==> src/rtl/up_run_monitor_pkg.sv <==
// Shared types and defaults for the uP run controller/monitor.
//   run_state_e : controller states (reset hold, running, halted, timed out)
//   DEF_*       : default parameter values used by up_run_monitor
//   cnt_width() : bits needed to hold a counter that reaches max_val
package up_run_monitor_pkg;

  typedef enum logic [1:0] {
    ST_RST_HOLD = 2'd0,
    ST_RUN      = 2'd1,
    ST_HALTED   = 2'd2,
    ST_TIMEOUT  = 2'd3
  } run_state_e;

  localparam int unsigned DEF_PC_W        = 10;
  localparam int unsigned DEF_INSTR_W     = 16;
  localparam int unsigned DEF_DEPTH       = 16;
  localparam int unsigned DEF_RST_CYCLES  = 2;
  localparam int unsigned DEF_MAX_CYCLES  = 40;
  localparam int unsigned DEF_HALT_STABLE = 4;
  localparam int unsigned DEF_CNT_W       = 16;

  function automatic int unsigned cnt_width(input int unsigned max_val);
    return (max_val < 1) ? 1 : $clog2(max_val + 1);
  endfunction

endpackage

==> src/rtl/up_run_monitor_trace_buf.sv <==
// Circular trace RAM of the most recent DEPTH fetched {pc, instr} words.
//   clk, rst  : clock, synchronous active-high reset
//   clr       : synchronous clear (restart); empties the buffer
//   wr_en     : append wr_data at the write pointer, overwriting the oldest
//   wr_data   : {pc, instr} to store
//   rd_idx    : 0 = newest entry, 1 = previous, ...
//   rd_data   : registered read data, 0 when rd_idx >= count
//   count     : number of valid entries, saturates at DEPTH
module up_run_monitor_trace_buf
  import up_run_monitor_pkg::*;
#(
  parameter int unsigned DEPTH  = DEF_DEPTH,
  parameter int unsigned DATA_W = DEF_PC_W + DEF_INSTR_W
) (
  input  logic                       clk,
  input  logic                       rst,
  input  logic                       clr,
  input  logic                       wr_en,
  input  logic [DATA_W-1:0]          wr_data,
  input  logic [$clog2(DEPTH)-1:0]   rd_idx,
  output logic [DATA_W-1:0]          rd_data,
  output logic [$clog2(DEPTH):0]     count
);

  localparam int unsigned IDX_W = $clog2(DEPTH);
  localparam logic [IDX_W:0] COUNT_FULL = (IDX_W + 1)'(DEPTH);

  logic [DATA_W-1:0] mem_q [DEPTH];
  logic [IDX_W-1:0]  wr_ptr_q, wr_ptr_d;
  logic [IDX_W:0]    count_q, count_d;
  logic [DATA_W-1:0] rd_data_q, rd_data_d;
  logic [IDX_W-1:0]  rd_addr;

  always_comb begin
    wr_ptr_d  = wr_ptr_q;
    count_d   = count_q;
    // Newest entry sits just behind the write pointer; wraps mod DEPTH.
    rd_addr   = wr_ptr_q - IDX_W'(1) - rd_idx;
    rd_data_d = ({1'b0, rd_idx} < count_q) ? mem_q[rd_addr] : '0;
    if (clr) begin
      wr_ptr_d  = '0;
      count_d   = '0;
      rd_data_d = '0;
    end else if (wr_en) begin
      wr_ptr_d = wr_ptr_q + IDX_W'(1);
      if (count_q != COUNT_FULL) begin
        count_d = count_q + (IDX_W + 1)'(1);
      end
    end
  end

  always_ff @(posedge clk) begin
    if (rst) begin
      wr_ptr_q  <= '0;
      count_q   <= '0;
      rd_data_q <= '0;
    end else begin
      wr_ptr_q  <= wr_ptr_d;
      count_q   <= count_d;
      rd_data_q <= rd_data_d;
    end
  end

  // Storage is not reset: count hides stale entries.
  always_ff @(posedge clk) begin
    if (wr_en && !clr && !rst) begin
      mem_q[wr_ptr_q] <= wr_data;
    end
  end

  assign rd_data = rd_data_q;
  assign count   = count_q;

endmodule

==> src/rtl/up_run_monitor.sv <==
// Run controller and monitor for the uP core: stretches the core reset,
// counts RUN cycles, declares a halt on a PC self-loop or a timeout on the
// cycle budget, and keeps a readable trace of recently fetched words.
//   clk, Reset    : clock, synchronous active-high reset
//   restart       : pulse, re-run the program from reset (clears trace)
//   pc_in         : uP fetch address
//   instr_in      : instruction fetched at pc_in
//   trace_rd_idx  : trace index, 0 = most recent
//   core_reset    : reset to the uP core (high only while holding reset)
//   running       : controller is in RUN
//   halted        : sticky halt flag
//   timed_out     : sticky timeout flag
//   cycle_count   : RUN cycles elapsed (saturating)
//   halt_pc       : PC at which the halt was declared
//   trace_count   : valid trace entries, saturates at DEPTH
//   trace_rd_data : {pc, instr} at trace_rd_idx, one cycle latency
module up_run_monitor
  import up_run_monitor_pkg::*;
#(
  parameter int unsigned PC_W        = DEF_PC_W,
  parameter int unsigned INSTR_W     = DEF_INSTR_W,
  parameter int unsigned DEPTH       = DEF_DEPTH,
  parameter int unsigned RST_CYCLES  = DEF_RST_CYCLES,
  parameter int unsigned MAX_CYCLES  = DEF_MAX_CYCLES,
  parameter int unsigned HALT_STABLE = DEF_HALT_STABLE,
  parameter int unsigned CNT_W       = DEF_CNT_W
) (
  input  logic                      clk,
  input  logic                      Reset,
  input  logic                      restart,
  input  logic [PC_W-1:0]           pc_in,
  input  logic [INSTR_W-1:0]        instr_in,
  input  logic [$clog2(DEPTH)-1:0]  trace_rd_idx,
  output logic                      core_reset,
  output logic                      running,
  output logic                      halted,
  output logic                      timed_out,
  output logic [CNT_W-1:0]          cycle_count,
  output logic [PC_W-1:0]           halt_pc,
  output logic [$clog2(DEPTH):0]    trace_count,
  output logic [PC_W+INSTR_W-1:0]   trace_rd_data
);

  localparam int unsigned HOLD_W = cnt_width(RST_CYCLES);
  localparam int unsigned STB_W  = cnt_width(HALT_STABLE);

  run_state_e       state_q, state_d;
  logic [HOLD_W-1:0] hold_cnt_q, hold_cnt_d;
  logic [CNT_W-1:0]  cycle_count_q, cycle_count_d;
  logic [STB_W-1:0]  stable_q, stable_d;
  logic [PC_W-1:0]   pc_q, pc_d;
  logic              pc_valid_q, pc_valid_d;
  logic              halted_q, halted_d;
  logic              timed_out_q, timed_out_d;
  logic [PC_W-1:0]   halt_pc_q, halt_pc_d;

  logic              same_pc;
  logic              trace_wr_en;
  logic              trace_clr;

  always_comb begin
    state_d       = state_q;
    hold_cnt_d    = hold_cnt_q;
    cycle_count_d = cycle_count_q;
    stable_d      = stable_q;
    pc_d          = pc_q;
    pc_valid_d    = pc_valid_q;
    halted_d      = halted_q;
    timed_out_d   = timed_out_q;
    halt_pc_d     = halt_pc_q;
    trace_wr_en   = 1'b0;
    trace_clr     = restart;
    same_pc       = pc_valid_q && (pc_in == pc_q);

    unique case (state_q)
      ST_RST_HOLD: begin
        if (hold_cnt_q == HOLD_W'(RST_CYCLES - 1)) begin
          hold_cnt_d = '0;
          state_d    = ST_RUN;
        end else begin
          hold_cnt_d = hold_cnt_q + HOLD_W'(1);
        end
      end
      ST_RUN: begin
        cycle_count_d = (cycle_count_q == '1) ? cycle_count_q
                                               : cycle_count_q + CNT_W'(1);
        pc_d          = pc_in;
        pc_valid_d    = 1'b1;
        stable_d      = same_pc ? stable_q + STB_W'(1) : '0;
        trace_wr_en   = !same_pc;
        // Halt is checked first so a halt landing on the budget cycle wins.
        if (same_pc && stable_d == STB_W'(HALT_STABLE)) begin
          state_d   = ST_HALTED;
          halted_d  = 1'b1;
          halt_pc_d = pc_in;
        end else if (cycle_count_d == CNT_W'(MAX_CYCLES)) begin
          state_d     = ST_TIMEOUT;
          timed_out_d = 1'b1;
        end
      end
      default: ;
    endcase

    if (restart) begin
      state_d       = ST_RST_HOLD;
      hold_cnt_d    = '0;
      cycle_count_d = '0;
      stable_d      = '0;
      pc_d          = '0;
      pc_valid_d    = 1'b0;
      halted_d      = 1'b0;
      timed_out_d   = 1'b0;
      halt_pc_d     = '0;
      trace_wr_en   = 1'b0;
    end
  end

  always_ff @(posedge clk) begin
    if (Reset) begin
      state_q       <= ST_RST_HOLD;
      hold_cnt_q    <= '0;
      cycle_count_q <= '0;
      stable_q      <= '0;
      pc_q          <= '0;
      pc_valid_q    <= 1'b0;
      halted_q      <= 1'b0;
      timed_out_q   <= 1'b0;
      halt_pc_q     <= '0;
    end else begin
      state_q       <= state_d;
      hold_cnt_q    <= hold_cnt_d;
      cycle_count_q <= cycle_count_d;
      stable_q      <= stable_d;
      pc_q          <= pc_d;
      pc_valid_q    <= pc_valid_d;
      halted_q      <= halted_d;
      timed_out_q   <= timed_out_d;
      halt_pc_q     <= halt_pc_d;
    end
  end

  up_run_monitor_trace_buf #(
    .DEPTH  (DEPTH),
    .DATA_W (PC_W + INSTR_W)
  ) u_trace_buf (
    .clk     (clk),
    .rst     (Reset),
    .clr     (trace_clr),
    .wr_en   (trace_wr_en),
    .wr_data ({pc_in, instr_in}),
    .rd_idx  (trace_rd_idx),
    .rd_data (trace_rd_data),
    .count   (trace_count)
  );

  assign core_reset  = (state_q == ST_RST_HOLD);
  assign running     = (state_q == ST_RUN);
  assign halted      = halted_q;
  assign timed_out   = timed_out_q;
  assign cycle_count = cycle_count_q;
  assign halt_pc     = halt_pc_q;

endmodule
==> config.mk <==
export PLATFORM = sky130hd
export DESIGN_NAME = up_run_monitor
export DESIGN_NICKNAME = d
export VERILOG_FILES = /design/src/rtl/up_run_monitor_pkg.sv /design/src/rtl/up_run_monitor_trace_buf.sv /design/src/rtl/up_run_monitor.sv
export SDC_FILE = /design/constraint.sdc
export NUM_CORES = 1
export LEC_CHECK = 0
export BUFFER_PORTS_ARGS = -buffer_cell sky130_fd_sc_hd__clkbuf_2
export CORE_MARGIN = 8
export CORE_UTILIZATION = 35
export CTS_CLUSTER_DIAMETER = 80
export DETAILED_ROUTE_END_ITERATION = 7
export GPL_ROUTABILITY_DRIVEN = 0
export PLACE_DENSITY = 0.62
export SYNTH_ARGS = -nofsm -noshare
export SYNTH_HDL_FRONTEND = slang
export SYNTH_SLANG_ARGS = --single-unit
==> constraint.sdc <==
create_clock -name clk -period 4.65 [get_ports clk]
set_input_delay 0.465 -clock clk [delete_from_list [all_inputs] [get_ports clk]]
set_output_delay 0.465 -clock clk [all_outputs]
set_load 0.01 [all_outputs]
==> impl_metrics.yaml <==
route:
  first_iter_violations: 692
  dr.pass1.iters: 5
  via_per_inst: 5.02
  num_vias: 9918
  wl_met3_um: 2340
  drt-met1-wl_um: 18700
  ant_nets: 0
  wl_met2_um: 20500
  wl_per_cell_um: 21.4
  wl_um: 42200
  drc: 0
  routed.top_layer: "met4"
pwr:
  leakage_uw: 0.00735
  cell_internal_pwr_uw: 7420
  switching_share: 0.207
  ir_drop_v: 0.000249
  p_seq_frac: 0.517
  p_per_area_nw_per_um2: 412
  switching_power_uw: 1940
  p_clk_frac: 0.441
  p_comb_frac: 0.042
min_path:
  min_to: "u_trace_buf.mem_q[9][13]$_DFFE_PP_"
  hold_path_depth: 1
  hold_class: "input pin to flip-flop"
  worstHoldStart: "instr_in[13]"
sta:
  clock.fmax_mhz: 325
  finalSetupTns_ns: 0
  skew_ns: 0.0197
  final_max_slew_viol_count: 0
  tightest_slew_ns: 1.10
  hold_violations: 0
  finalSetupViolations: 0
  layout_min_cycle_time_ns: 3.08
  rsz0062_at_grt: "false"
  holdWs_ns: 0.271
  finalCritPeriodShare: 0.662
  slew_headroom: 0.263
synth:
  yosys_warnings: 0
  synth_commonest_cells: "edfxtp_1 (416), mux4_2 (104), dfxtp_1 (81)"
  ys_seq_area_frac: 0.728
  synth-edff-count: 416
  yosysUniqueCellTypes: 51
  synth_seq_cells: 497
  synth_flop_cell: "edfxtp_1"
  synth.most_common_cell: "edfxtp_1"
  syn-num-nets: 1113
  synth_area_per_cell_sq_um: 18.2
  yosys.area.top_type: "edfxtp_1"
  netlist_instances: 1065
  synth_area_leaders: "edfxtp_1 (64%), mux4_2 (12%), dfxtp_1 (8.4%), mux2i_1 (2.1%), a211oi_1 (2.0%)"
  synth_top_area_share: 0.644
  synth_area_sq_um: 19400
  async_flop_share: 0
job:
  drv_cap: 0
cells_and_area:
  areaGrowthSynthToFinish_pct: 17.1
  fin_nets: 1232
  drive_gt1_frac: 0.277
  finalNonFillerCells: 1974
  design_area_sq_um: 22700
  antennaDiodeCount: 0
cts:
  post_cts_buffers: 0
  htree_levels: 2
  clock-sinks: 497
  cts_resized: 0
  clockRootBuffer: "clkbuf_16"
  cts.path.max_buffers: 3
  clkTransAtPathRegs_ns: 0.06
  holdBufCountCts: 0
  cts_tree: "built"
  cts-buffers-inserted: 50
  clk_latency_ns: 0.59
grt:
  overflow: 0
  grt_max_degree: 54
  grt_pass1_wl_um: 64700
  antenna_found_initial: 0
  track_usage: 0.133
  grt_pass1_vias: 10500
placed_design:
  hpwlAfterDp_um: 25200
  dp_cells: 1880
  dpl-instance-area_sq_um: 21000
  io_buffers: 93
critical_path:
  criticalPathCategory: "flip-flop to flip-flop"
  timing.rr.end: "u_trace_buf.rd_data[8]$_SDFF_PP0_"
  crit_arrival_ns: 3.50
  worstRegToRegCells: 7
  worstPathRequired_ns: 5.07
  critPathLaunch: "u_trace_buf.wr_ptr_q[0]$_SDFFE_PP0P_"
  critPathLaunchType: "flip-flop"
  crit_path_end_kind: "flip-flop"
  rr_startpoint: "u_trace_buf.wr_ptr_q[0]$_SDFFE_PP0P_"
  critical_path.max_fanout: 36
  reg2reg_slack_ns: 1.57
die:
  die_h_um: 251
  coreArea_sq_um: 55000
  ios: 94
  dieArea_sq_um: 63200
  initial_core_util: 0.353
  die-width_um: 251
  num_rows: 86
run_status:
  status: "complete, no violations"
[power groups by stage]
| stage | registers (uW) | clock network [uW] | logic (uW) |
|---|---|---|---|
| after global placement | 4930 | 0 | 395 |
| after CTS | 4830 | 4220 | 402 |
| final | 4830 | 4130 | 391 |
| after floorplan | 4930 | 0 | 246 |
| after detailed placement | 4930 | 0 | 401 |
| after global routing | 4830 | 4400 | 429 |
[worst max path at each step]
stage / cells past startpoint / endpoint / slack [ns]
2_1_floorplan: 6 / u_trace_buf.mem_q[2][0]$_DFFE_PP_ / 0.82
3_3_place_gp: 9 / u_trace_buf.rd_data[12]$_SDFF_PP0_ / 1.31
3_5_place_dp: 8 / u_trace_buf.mem_q[15][13]$_DFFE_PP_ / 1.26
4_1_cts: 7 / u_trace_buf.rd_data[12]$_SDFF_PP0_ / 1.50
5_1_grt: 7 / u_trace_buf.rd_data[8]$_SDFF_PP0_ / 1.40
6_report: 7 / u_trace_buf.rd_data[8]$_SDFF_PP0_ / 1.57
[registers in the layout (all words and copies together) (netlist names)]
signal	count
pc_q	10
u_trace_buf.mem_q	416
pc_valid_q	1
halt_pc	10
stable_q	3
u_trace_buf.wr_ptr_q	4
timed_out	1
u_trace_buf.count	5
state_q	2
u_trace_buf.rd_data	26
halted	1
hold_cnt_q	2
cycle_count	16
[logic make-up (layout without fill, tap and decap cells)]
| kind of cell | after synthesis | in the layout | synth area share |
|---|---|---|---|
| simple gates | 199 | 199 | 0.0534 |
| mux | 145 | 145 | 0.142 |
| compound gates | 104 | 104 | 0.0367 |
| fa+ha+maj | 15 | 15 | 0.0101 |
| buf+inv | 74 | 235 | 0.0159 |
| flops | 497 | 497 | 0.728 |
| xor+xnor | 31 | 31 | 0.0140 |
[metrics by stage]
step,total power [uW],worst slack [ns],util
after CTS,9460,1.50,0.413
final,9350,1.57,0.413
after global placement,5320,1.31,0.382
after detailed placement,5330,1.26,0.382
after global routing,9660,1.40,0.413
after floorplan,5180,0.821,-
[critical path, cell delays in order, from the launching register on]
cell	delay, ns
dfxtp_1	0.40
ha_4	0.20
fa_4	1.12
buf_12	0.32
mux4_2	0.34
nor2b_1	0.14
a211oi_1	0.30
a211oi_1	0.08
[routing by layer]
layer  vias up  global-route usage
li1       4495                   -
met3        47              0.0316
met1      5161               0.176
met5         -                   0
met2       215               0.222
met4         0              0.0286
[placed cells by master (no fill, tap or decap), types with 13 or more instances in the layout]
| cell | netlist | routed |
|---|---|---|
| edfxtp_1 | 416 | 416 |
| clkbuf_2 | 0 | 93 |
| nand3_1 | 13 | 13 |
| xnor2_1 | 26 | 25 |
| dfxtp_1 | 81 | 81 |
| clkbuf_1 | 39 | 15 |
| mux4_2 | 104 | 104 |
| nand2_1 | 38 | 38 |
| nor2b_1 | 26 | 26 |
| nor2_1 | 57 | 45 |
| clkbuf_16 | 0 | 51 |
| a211oi_1 | 52 | 52 |
| a21oi_1 | 22 | 22 |
| mux2i_1 | 41 | 41 |
| ha_1 | 14 | 13 |
| nand4_1 | 13 | 13 |
| buf_4 | 3 | 32 |
[cell type report]
cell class                 instances  area [sq um]
multi-input combinational        494          5130
tap                              748           936
sequential                       497         14100
timing repair buffer             128           766
clock buffer                      69          1370
fill                            4918         32300
inverter                          13          48.8
clock inverter                    25           324
Note: power is estimated with default switching activity, not from simulation.
